[src/rtl/alu_result_fifo.sv]
// alu_result_fifo: FWFT result queue between the 8-bit ALU and its consumer.
// Captures {op, overflow, carry, zero, y} and hands entries out over valid/ready.
//
// Ports:
//   clk, rst            clock, synchronous active-high reset
//   in_valid/in_ready   producer handshake; in_ready = !full
//   in_y/carry/overflow/zero/op   ALU result to enqueue
//   out_valid/out_ready consumer handshake; out_valid = !empty
//   out_y/carry/overflow/zero/op  head entry, forced to 0 while empty
//   count, full, empty  occupancy status
// Optional (ALU_STICKY_FLAGS_EN):
//   sticky_clr, sticky_carry, sticky_overflow  accumulated flags since clear
module alu_result_fifo #(
  parameter int DEPTH = 4,
  parameter int AW    = 2
) (
  input  logic          clk,
  input  logic          rst,
  input  logic          in_valid,
  output logic          in_ready,
  input  logic [7:0]    in_y,
  input  logic          in_carry,
  input  logic          in_overflow,
  input  logic          in_zero,
  input  logic [2:0]    in_op,
  output logic          out_valid,
  input  logic          out_ready,
  output logic [7:0]    out_y,
  output logic          out_carry,
  output logic          out_overflow,
  output logic          out_zero,
  output logic [2:0]    out_op,
  output logic [AW:0]   count,
  output logic          full,
  output logic          empty
`ifdef ALU_STICKY_FLAGS_EN
  ,
  input  logic          sticky_clr,
  output logic          sticky_carry,
  output logic          sticky_overflow
`endif
);

  localparam logic [AW:0] LP_DEPTH = (AW+1)'(DEPTH);

  logic [13:0]   r_mem [DEPTH];
  logic [AW-1:0] r_wptr;
  logic [AW-1:0] r_rptr;
  logic [AW:0]   r_count;

  logic          w_full;
  logic          w_empty;
  logic          w_push;
  logic          w_pop;
  logic [13:0]   w_wdata;
  logic [13:0]   w_head;

  assign w_full  = (r_count == LP_DEPTH);
  assign w_empty = (r_count == '0);
  assign w_push  = in_valid & ~w_full;
  assign w_pop   = out_ready & ~w_empty;

  // Entry layout: {op[13:11], overflow[10], carry[9], zero[8], y[7:0]}
  assign w_wdata = {in_op, in_overflow, in_carry, in_zero, in_y};

  always_ff @(posedge clk) begin
    if (rst) begin
      r_wptr  <= '0;
      r_rptr  <= '0;
      r_count <= '0;
    end else begin
      if (w_push) r_wptr <= r_wptr + 1'b1;
      if (w_pop)  r_rptr <= r_rptr + 1'b1;
      unique case ({w_push, w_pop})
        2'b10:   r_count <= r_count + 1'b1;
        2'b01:   r_count <= r_count - 1'b1;
        default: r_count <= r_count;
      endcase
    end
  end

  // Storage carries no reset; stale contents are masked by empty.
  always_ff @(posedge clk) begin
    if (!rst && w_push) r_mem[r_wptr] <= w_wdata;
  end

  assign w_head = w_empty ? 14'd0 : r_mem[r_rptr];

  assign in_ready     = ~w_full;
  assign out_valid    = ~w_empty;
  assign out_y        = w_head[7:0];
  assign out_zero     = w_head[8];
  assign out_carry    = w_head[9];
  assign out_overflow = w_head[10];
  assign out_op       = w_head[13:11];
  assign count        = r_count;
  assign full         = w_full;
  assign empty        = w_empty;

`ifdef ALU_STICKY_FLAGS_EN
  logic r_sticky_carry;
  logic r_sticky_overflow;

  // A flagged push in the clear cycle keeps the bit set.
  always_ff @(posedge clk) begin
    if (rst) begin
      r_sticky_carry    <= 1'b0;
      r_sticky_overflow <= 1'b0;
    end else begin
      if (w_push && in_carry)
        r_sticky_carry <= 1'b1;
      else if (sticky_clr)
        r_sticky_carry <= 1'b0;
      if (w_push && in_overflow)
        r_sticky_overflow <= 1'b1;
      else if (sticky_clr)
        r_sticky_overflow <= 1'b0;
    end
  end

  assign sticky_carry    = r_sticky_carry;
  assign sticky_overflow = r_sticky_overflow;
`endif

endmodule

[config.mk]
export PLATFORM = sky130hd
export DESIGN_NAME = alu_result_fifo
export DESIGN_NICKNAME = d
export VERILOG_FILES = /design/src/rtl/alu_result_fifo.sv
export SDC_FILE = /design/constraint.sdc
export NUM_CORES = 1
export LEC_CHECK = 0
export CORE_AREA = 5 5 93 95
export DETAILED_ROUTE_END_ITERATION = 10
export DIE_AREA = 0 0 98 100
export GPL_TIMING_DRIVEN = 0
export PLACE_DENSITY_LB_ADDON = 0.08
export SLEW_MARGIN = 5
export SYNTH_ARGS = -nofsm -noshare
export SYNTH_HDL_FRONTEND = slang
export SYNTH_SLANG_ARGS = --single-unit
[constraint.sdc]
create_clock -name clk -period 2.19 [get_ports clk]
set_input_delay 0.438 -clock clk [delete_from_list [all_inputs] [get_ports clk]]
set_output_delay 0.438 -clock clk [all_outputs]
set_load 0.03 [all_outputs]
==> Yosys cells after proc, flatten, opt, wreduce, memory -nomap -nowiden <==
Memories as Yosys holds them, arrays and structs flattened. A register that Yosys moved wholly into a read port is not among the register bits.
Cells that the tools add are included.
Widths: inputs -> output; s select.
{ "word_totals": {"ff_bits": 7, "mem_bits_rw": 56, "inputBits": 18, "output_inout_bits": 21, "wordCells": 25, "mem_count": 1} }
{ "memory_table": {"columns": ["memory", "words", "width", "rd", "rd_clocked_by_memory_dff", "wr", "line_no", "source"], "rows": [
  ["r_mem", 4, 14, 1, 1, 1, "46", "logic [13:0] r_mem [DEPTH];"]
]} }
{ "op_classes": {"n_addsub": 4, "eq_ne": 3, "n_mux": 6, "n_bitwise": 4, "n_reduce_logical": 4} }
{ "op_table": {"columns": ["cell", "n"], "rows": [
  ["$mux 14", 1],
  ["$pmux 3 s2", 1],
  ["$add 2x1->2 const B", 2],
  ["$mux 2", 2],
  ["$add 3x1->3 const B", 1],
  ["$eq 3x3->1 const B", 1],
  ["$logic_not 3->1", 1],
  ["$sub 3x1->3 const B", 1],
  ["$and 1x1->1", 2],
  ["$eq 2x1->1 const B", 1],
  ["$eq 2x2->1 const B", 1],
  ["$mux 1", 2],
  ["$not 1->1", 2],
  ["$reduce_bool 2->1", 1],
  ["$logic_and 1x1->1", 1],
  ["$logic_not 1->1", 1]
]} }

==> Depth between registers and ports, before layout <==
Gate-level depths: netlist of the first run.
{ "logic_depth": {"depth_word": 6, "depth_mapped": 9, "depth_no_buf": 8} }

==> Worst setup path after synthesis of the first run <==
No wires, ideal clock.
{ "synth_path": {"path_kind": "register to register", "start": "register r_count[0] (netlist: count[0])", "end": "memory r_mem[1][0], enable pin", "setup_time_ns": 0.406, "t_arrival_ns": 2.264, "required_time_ns": 1.784, "slack_ns": -0.480, "stages_incl_launch_ff": 5, "path_buffers": 1, "synth_period_minus_slack_ns": 2.670, "path_cell_list": "dfxtp_1 or3b_1 buf_2 nand2_1 nor3b_1"} }
{ "synth_between": {"elab_chain_len": 6} }
{ "synth_lines": {"columns": ["element", "line_no", "source"], "rows": [
  ["start: declaration", "49", "logic [AW:0] r_count;"],
  ["start signal: assignment", "75", "2'b10: r_count <= r_count + 1'b1;"],
  ["start signal: assignment", "76", "2'b01: r_count <= r_count - 1'b1;"],
  ["start signal: assignment", "77", "default: r_count <= r_count;"],
  ["$eq 3x3->1", "58", "assign w_full = (r_count == LP_DEPTH);"],
  ["$not 1->1", null, null],
  ["via in_ready", "20", "output logic in_ready,"],
  ["$and 1x1->1", "60", "assign w_push = in_valid & ~w_full;"],
  ["$logic_and 1x1->1", "84", "if (!rst && w_push) r_mem[r_wptr] <= w_wdata;"],
  ["$mux 1", "84", null],
  ["$mux 1 (implied by the code)", "84", null],
  ["end: declaration", "46", null]
]} }
The timed path passes the listed nets, and every way through them passes these cells.

==> results of run 1 <==
## power groups by stage
stage               registers, uW  clock network, uW  logic [uW]
floorplan                    1580                  0        1050
global placement             1540                  0        1710
detailed placement           1550                  0        1760
CTS                          1530               1100        1960
global route                 1550               1150        2210
finish                       1530               1070        2070
## sequential cells by signal, summed over array words and instances (netlist names), named ones only
register,count
r_mem,56
r_rptr,2
r_wptr,2
count,3
## layout make-up
class	instances	share of cell area
clock inverters	6	0.0228
multi-input cells	64	0.216
repair buffers	57	0.150
plain buffers	4	0.0128
well taps	102	0.0353
inverters	8	0.00830
flip-flops and latches	65	0.519
clock buffers	10	0.0353
## worst max-delay path, stage by stage (launching register included)
cell                      delay (ps)
sky130_fd_sc_hd__dfxtp_4         380
sky130_fd_sc_hd__buf_12          110
sky130_fd_sc_hd__buf_12          120
sky130_fd_sc_hd__mux4_2          480
sky130_fd_sc_hd__nor2b_1         140
sky130_fd_sc_hd__buf_4           160
## metal layers
layer	part of all wire	wire (um)	vias to the layer above	global-route usage
li1	-	-	676	-
met1	0.42	2190	751	0.136
met2	0.53	2750	33	0.187
met3	0.040	208	8	0.0313
met4	0.016	82	0	0.0575
met5	0	0	-	0
## what timing repair did
item / 4_1_cts / 5_1_grt
endpoints found under the setup margin: 19 / 13
buffers inserted: 6 / 5
cloned: 1 / 0
resized for setup: 99 / 20
pin swaps: 3 / 4
endpoints found under the hold margin: 0 / 0
## logic make-up after synthesis
group           count (synthesis)  share of synthesized area
compound gates                 10                     0.0236
xor+xnor                        3                     0.0101
fa+ha+maj                       6                     0.0318
buf+inv                        14                     0.0250
flops                          65                      0.717
mux                            14                      0.121
simple gates                   31                     0.0713
## metrics by stage
stage | instance area [um2] | setup WS (ps) | hold slack [ps] | std cells | util
6_report | 3620 | 23.3 | 487 | 316 | 0.473
5_1_grt | 3620 | -50.2 | 504 | 316 | 0.473
4_1_cts | 3550 | -60.3 | 494 | 314 | 0.465
3_5_place_dp | 3230 | -290 | 485 | 291 | 0.423
3_3_place_gp | 3130 | -1500 | 471 | 283 | 0.409
2_1_floorplan | 2620 | -170 | 459 | 143 | -
## cells in the final DEF, fill, tap and decap left out, types with 3 or more instances in the layout
| cell type | count |
|---|---|
| sky130_fd_sc_hd__mux4_2 | 14 |
| sky130_fd_sc_hd__dfxtp_1 | 5 |
| sky130_fd_sc_hd__clkbuf_8 | 9 |
| sky130_fd_sc_hd__nor2b_1 | 7 |
| sky130_fd_sc_hd__edfxtp_1 | 56 |
| sky130_fd_sc_hd__inv_1 | 8 |
| sky130_fd_sc_hd__dfxtp_4 | 4 |
| sky130_fd_sc_hd__dlygate4sd2_1 | 3 |
| sky130_fd_sc_hd__ha_1 | 4 |
| sky130_fd_sc_hd__xor2_1 | 3 |
| sky130_fd_sc_hd__clkdlybuf4s50_1 | 20 |
| sky130_fd_sc_hd__buf_4 | 16 |
| sky130_fd_sc_hd__buf_12 | 3 |
| sky130_fd_sc_hd__nor2b_4 | 6 |
| sky130_fd_sc_hd__buf_6 | 12 |
| sky130_fd_sc_hd__buf_2 | 4 |
| sky130_fd_sc_hd__nor2_1 | 5 |
| sky130_fd_sc_hd__nor3b_2 | 4 |
| sky130_fd_sc_hd__a21oi_1 | 3 |
## worst max-delay path by stage
stage | end | slack, ps | depth (start not counted)
global placement | r_mem[1][4]$_DFFE_PP_ | -1500 | 3
detailed placement | empty | -290 | 3
finish | out_y[6] | 20 | 5
floorplan | r_mem[1][0]$_DFFE_PP_ | -170 | 4
CTS | out_op[0] | -60 | 6
global route | out_y[6] | -50 | 5
==> impl_summary.log, run 1 <==
INFO  metric status = complete, no violations
INFO  metric clock_tree.buffer_depth = 2
INFO  metric async_flop_share = 0
INFO  metric wirelength = 5230 um
INFO  metric clkSlewWorstSetupHoldPaths = 70 ps
INFO  metric maxCapViolations = 0
INFO  metric leakagePower = 0.00128 uW
INFO  metric htreeDepth = 3
INFO  metric timing.final.crit_share = 0.989
INFO  metric p_comb_frac = 0.443
INFO  metric die_h = 100 um
INFO  metric syn-num-nets = 167
INFO  metric cp.required = 1750 ps
INFO  metric cp_data_arrival_time = 1730 ps
INFO  metric multi_input_area = 782 um2
INFO  metric yosysTopAreaCellShare = 0.647
INFO  metric synth_area_per_cell = 18.2 um2
INFO  metric die_x = 98 um
INFO  metric first_drt_pass_iteration_count = 4
INFO  metric yosysSeqAreaShare = 0.717
INFO  metric drive_above_1_share = 0.402
INFO  metric critPathLaunchType = flip-flop
INFO  metric power_per_cell_area = 1290 nW/um2
INFO  metric report.power.total = 4670 uW
INFO  metric rsz0062_at_grt = yes
INFO  metric fin_skew = 7.41 ps
INFO  metric synthesis.yosys.warnings = 0
INFO  metric nets = 233
INFO  metric drt_drc = 0
INFO  metric route.antenna.remaining_nets = 0
INFO  metric mappedNetlistArea = 2600 um2
INFO  metric library_cell_occupying_the_most_area_in_the_post_synthesis_netlist = sky130_fd_sc_hd__edfxtp_1
INFO  metric reg2reg_slack = 40 ps
INFO  metric globalRouteOverflowTotal = 0
INFO  metric synthTopCellsByArea = sky130_fd_sc_hd__edfxtp_1 (65%), sky130_fd_sc_hd__mux4_2 (12%), sky130_fd_sc_hd__dfxtp_1 (6.9%)
INFO  metric pin_count_of_the_biggest_net_entering_global_routing = 12
INFO  metric pwr-share-clk = 0.228
INFO  metric clock-sinks = 65
INFO  metric cts-hold-fix-buffers = 0
INFO  metric sequential_cell_area = 1880 um2
INFO  metric initial_utilization = 0.340
INFO  metric tritoncts = yes
INFO  metric worstMarginPinSlew = 575 ps
INFO  metric yosys-top-cells-count = sky130_fd_sc_hd__edfxtp_1 (56), sky130_fd_sc_hd__mux4_2 (14), sky130_fd_sc_hd__nor2b_1 (14)
INFO  metric min-delay-start = r_rptr[1]$_SDFFE_PP0P_
INFO  metric worstSkewPairLatency = 330 ps
INFO  metric antenna_violations_before_repair = 0
INFO  metric critPathKind = flip-flop to output port
INFO  metric cts_made_buffers = 9
INFO  metric power.share.switching = 0.343
INFO  metric grt_usage = 0.113
INFO  metric synth_edf_count = 56
INFO  metric synth_ff_type = sky130_fd_sc_hd__edfxtp_1
INFO  metric slew-limit-headroom = 0.616
INFO  metric min-delay-path-class = flip-flop to flip-flop
INFO  metric die_area = 9800 um2
INFO  metric cell_count_of_the_worst_reg_to_reg_path = 8
INFO  metric grt_pass1_wl = 8340 um
INFO  metric final-max-slew-violation-count = 0
INFO  metric antennaDiodeCount = 0
INFO  metric filler_cell_count = 673
INFO  metric routed-via-count = 1468
INFO  metric final-hold-violation-count = 0
INFO  metric vdd_ir_drop_max = 659 uV
INFO  metric area_growth_syn_to_layout = 39.3%
INFO  metric synth_most_common_cell = sky130_fd_sc_hd__edfxtp_1
INFO  metric timing.critical_path.to_type = output port
INFO  metric timing.hold.worst_path_depth = 2
INFO  metric clockRootBuffer = sky130_fd_sc_hd__clkbuf_8
INFO  metric ioPinCount = 39
INFO  metric yosysUniqueCellTypes = 23
INFO  metric fin_crit = 2170 ps
INFO  metric rr_startpoint = count[1]$_SDFFE_PP0P_
INFO  metric place_congestion = 0.803
INFO  metric setup_tns = 0 ps
INFO  metric core_region_area = 7650 um2
INFO  metric peak_fanout_along_the_critical_path = 5
INFO  metric power.share.sequential = 0.329
INFO  metric setup-violations-final = 0
INFO  metric intPower = 3070 uW
INFO  metric grt_pass1_vias = 1627
INFO  metric synthCells = 143
INFO  metric rows = 32
INFO  metric vias_per_cell = 4.65
INFO  metric maxClockFrequency = 462 MHz
INFO  metric drt_first_iter_violations = 30
INFO  metric port_buffers = 38
INFO  metric r2r_end = count[2]$_SDFFE_PP0P_
INFO  metric drt-wirelength-per-cell = 16.6 um
INFO  metric synth_seq_cells = 65
INFO  metric switchingPower = 1600 uW
INFO  metric dp.final_hpwl = 3640 um
No activity file was read; power rests on OpenSTA's default activity.
==> run 2, diff against run 1 <==
--- a/config.mk
+++ b/config.mk
@@ -6,11 +6,12 @@
 export NUM_CORES = 1
 export LEC_CHECK = 0
 export CORE_AREA = 5 5 93 95
+export CTS_BUF_LIST = sky130_fd_sc_hd__clkbuf_8
 export DETAILED_ROUTE_END_ITERATION = 10
 export DIE_AREA = 0 0 98 100
 export GPL_TIMING_DRIVEN = 0
 export PLACE_DENSITY_LB_ADDON = 0.08
-export SLEW_MARGIN = 5
+export RECOVER_POWER = 50
 export SYNTH_ARGS = -nofsm -noshare
 export SYNTH_HDL_FRONTEND = slang
 export SYNTH_SLANG_ARGS = --single-unit
==> run 2 against run 1 <==
The flow now finishes with violations (setup timing). Wire length down 0.80%. Clock power is essentially flat. Design area up 1.5%. Sequential share of layout area decreased by 0.81 points. Register-to-register slack about the same. Largest power group unchanged. Global-route usage increased by 0.095 points. Setup slack worse by 36 ps. Clock skew barely moved. Clock-buffer cell count shrank 1. Highest routed layer unchanged. Fmax is 1.6% lower. Largest cell class unchanged. Final cell count increased by 1.6%.
==> impl_summary.log, run 2 (same netlist as run 1, synthesis figures left out) <==
INFO  metric worst_min_delay_path_endpoint = r_rptr[1]$_SDFFE_PP0P_
INFO  metric final-hold-violation-count = 0
INFO  metric rows = 32
INFO  metric route.antenna.remaining_nets = 0
INFO  metric final_cell_count_no_fill = 321
INFO  metric drive_above_1_share = 0.438
INFO  metric reg2reg_slack = 50 ps
INFO  metric cts_made_buffers = 9
INFO  metric die_h = 100 um
INFO  metric critPathKind = flip-flop to output port
INFO  metric mostFrequentLayoutCell = sky130_fd_sc_hd__edfxtp_1
INFO  metric setup_tns = -12.4 ps
INFO  metric violations_in_the_final_reports = setup timing
INFO  metric initial_utilization = 0.340
INFO  metric place_congestion = 0.803
INFO  metric fin_skew = 7.18 ps
INFO  metric peak_fanout_along_the_critical_path = 5
INFO  metric maxClockFrequency = 454 MHz
INFO  metric min-delay-start = r_rptr[1]$_SDFFE_PP0P_
INFO  metric power_per_cell_area = 1280 nW/um2
INFO  metric largest_register_ffs = 56
INFO  metric wirelength = 5190 um
INFO  metric timing.critical_path.to_type = output port
INFO  metric dpl_cell_area = 3240 um2
INFO  metric ioPinCount = 39
INFO  metric clock-sinks = 65
INFO  metric slew-limit-headroom = 0.625
INFO  metric antenna_violations_before_repair = 0
INFO  metric timing.final.crit_share = 1.01
INFO  metric cell_count_of_the_worst_reg_to_reg_path = 8
INFO  metric drt_drc = 0
INFO  metric dp.final_hpwl = 3540 um
INFO  metric dp.cells = 291
INFO  metric final_area = 3670 um2
INFO  metric rsz0062_at_grt = yes
INFO  metric layout.cells.most_common_list = sky130_fd_sc_hd__edfxtp_1 (56), sky130_fd_sc_hd__buf_4 (20), sky130_fd_sc_hd__buf_6 (17), sky130_fd_sc_hd__dlygate4sd3_1 (15), sky130_fd_sc_hd__mux4_2 (14)
INFO  metric routed-via-count = 1484
INFO  metric cp_data_arrival_time = 1760 ps
INFO  metric htreeDepth = 3
INFO  metric r2r_end = count[2]$_SDFFE_PP0P_
INFO  metric grt_pass1_vias = 1602
INFO  metric clockRootBuffer = sky130_fd_sc_hd__clkbuf_8
INFO  metric vias_per_cell = 4.62
INFO  metric timing.hold.worst_path_depth = 2
INFO  metric drt_first_iter_violations = 73
INFO  metric rr_startpoint = count[1]$_SDFFE_PP0P_
INFO  metric cp.required = 1750 ps
INFO  metric globalRouteOverflowTotal = 0
INFO  metric clkSlewWorstSetupHoldPaths = 60 ps
INFO  metric leakagePower = 0.00131 uW
INFO  metric tritoncts = yes
INFO  metric grt_pass1_wl = 8330 um
INFO  metric drt-wirelength-per-cell = 16.2 um
INFO  metric maxCapViolations = 0
INFO  metric area_growth_syn_to_layout = 41.3%
INFO  metric final-max-slew-violation-count = 0
INFO  metric setup-violations-final = 1
INFO  metric antennaDiodeCount = 0
INFO  metric filler_cell_count = 675
INFO  metric pre_cts_ws = -264 ps
INFO  metric core_region_area = 7650 um2
INFO  metric vdd_ir_drop_max = 695 uV
INFO  metric status = complete, but fails checks
INFO  metric postLayoutCoreUtil = 0.480
INFO  metric critPathLaunchType = flip-flop
INFO  metric most_flops_register = r_mem
INFO  metric port_buffers = 38
INFO  metric pin_count_of_the_biggest_net_entering_global_routing = 12
INFO  metric die_area = 9800 um2
INFO  metric worstSkewPairLatency = 330 ps
INFO  metric grt_usage = 0.114
INFO  metric clock_tree.buffer_depth = 2
INFO  metric first_drt_pass_iteration_count = 4
INFO  metric timing.final.ws_setup = -12.4 ps
INFO  metric min-delay-path-class = flip-flop to flip-flop
INFO  metric worstMarginPinSlew = 562 ps
INFO  metric die_x = 98 um
INFO  metric nets = 238
INFO  metric fin_crit = 2200 ps
[run 2: cell count changes in the layout (fill, tap and decap cells not counted), moves of 4 or more]
cell,previous run,this run
sky130_fd_sc_hd__buf_4,16,20
sky130_fd_sc_hd__buf_2,4,0
sky130_fd_sc_hd__clkdlybuf4s50_1,20,5
sky130_fd_sc_hd__buf_6,12,17
sky130_fd_sc_hd__dlygate4sd3_1,0,15
[run 2: metal layers]
metal  GRT usage  vias up  wire [um]
met3      0.0327       10        233
met5           0        -          0
met2       0.188       38       2630
li1            -      690          -
met1       0.135      746       2220
met4      0.0607        0        111
[run 2: area by class of cell]
| class | instances | area, um2 | share of cell area |
|---|---|---|---|
| clock inverters | 7 | 86.3 | 0.0235 |
| repair buffers | 61 | 586 | 0.160 |
| clock buffers | 9 | 124 | 0.0338 |
| inverters | 8 | 30.0 | 0.00818 |
| flip-flops and latches | 65 | 1870 | 0.511 |
| multi-input cells | 64 | 792 | 0.216 |
| plain buffers | 5 | 50.0 | 0.0136 |
| well taps | 102 | 128 | 0.0348 |
[run 2: what timing repair did]
| item | CTS | global route |
|---|---|---|
| cloned | 1 | 0 |
| hold buffers | 0 | 0 |
| resized for setup | 92 | 48 |
| setup endpoints to repair | 19 | 16 |
| buffers inserted | 7 | 7 |
| endpoints found under the hold margin | 0 | 0 |
| pin swaps | 3 | 5 |
[run 2: worst max path at each step]
stage	end	slack (ps)
6_report	out_y[4]	-10
2_1_floorplan	r_mem[1][0]$_DFFE_PP_	-170
3_3_place_gp	r_mem[1][4]$_DFFE_PP_	-1500
3_5_place_dp	empty	-260
4_1_cts	out_y[4]	-80
5_1_grt	out_y[4]	-100
[run 2: power by group]
group / internal (uW) / total (uW) / leakage (uW) / switching, uW
registers: 1460 / 1510 / 0.000585 / 51.5
clock network: 630 / 1060 / 0.000112 / 427
logic: 1020 / 2140 / 0.000611 / 1120
total: 3110 / 4710 / 0.00131 / 1600
[run 2: critical path, cell delays in order (launching register included)]
cell and delay, ps:
sky130_fd_sc_hd__dfxtp_2 320, sky130_fd_sc_hd__buf_6 130, sky130_fd_sc_hd__buf_12 130, sky130_fd_sc_hd__buf_6 90, sky130_fd_sc_hd__mux4_2 480, sky130_fd_sc_hd__nor2b_4 140, sky130_fd_sc_hd__buf_6 130
[run 2: metrics by stage]
step	power (uW)	hold WS, ps
floorplan	2630	459
global placement	3260	471
detailed placement	3300	482
CTS	4490	499
global route	4960	543
finish	4710	497
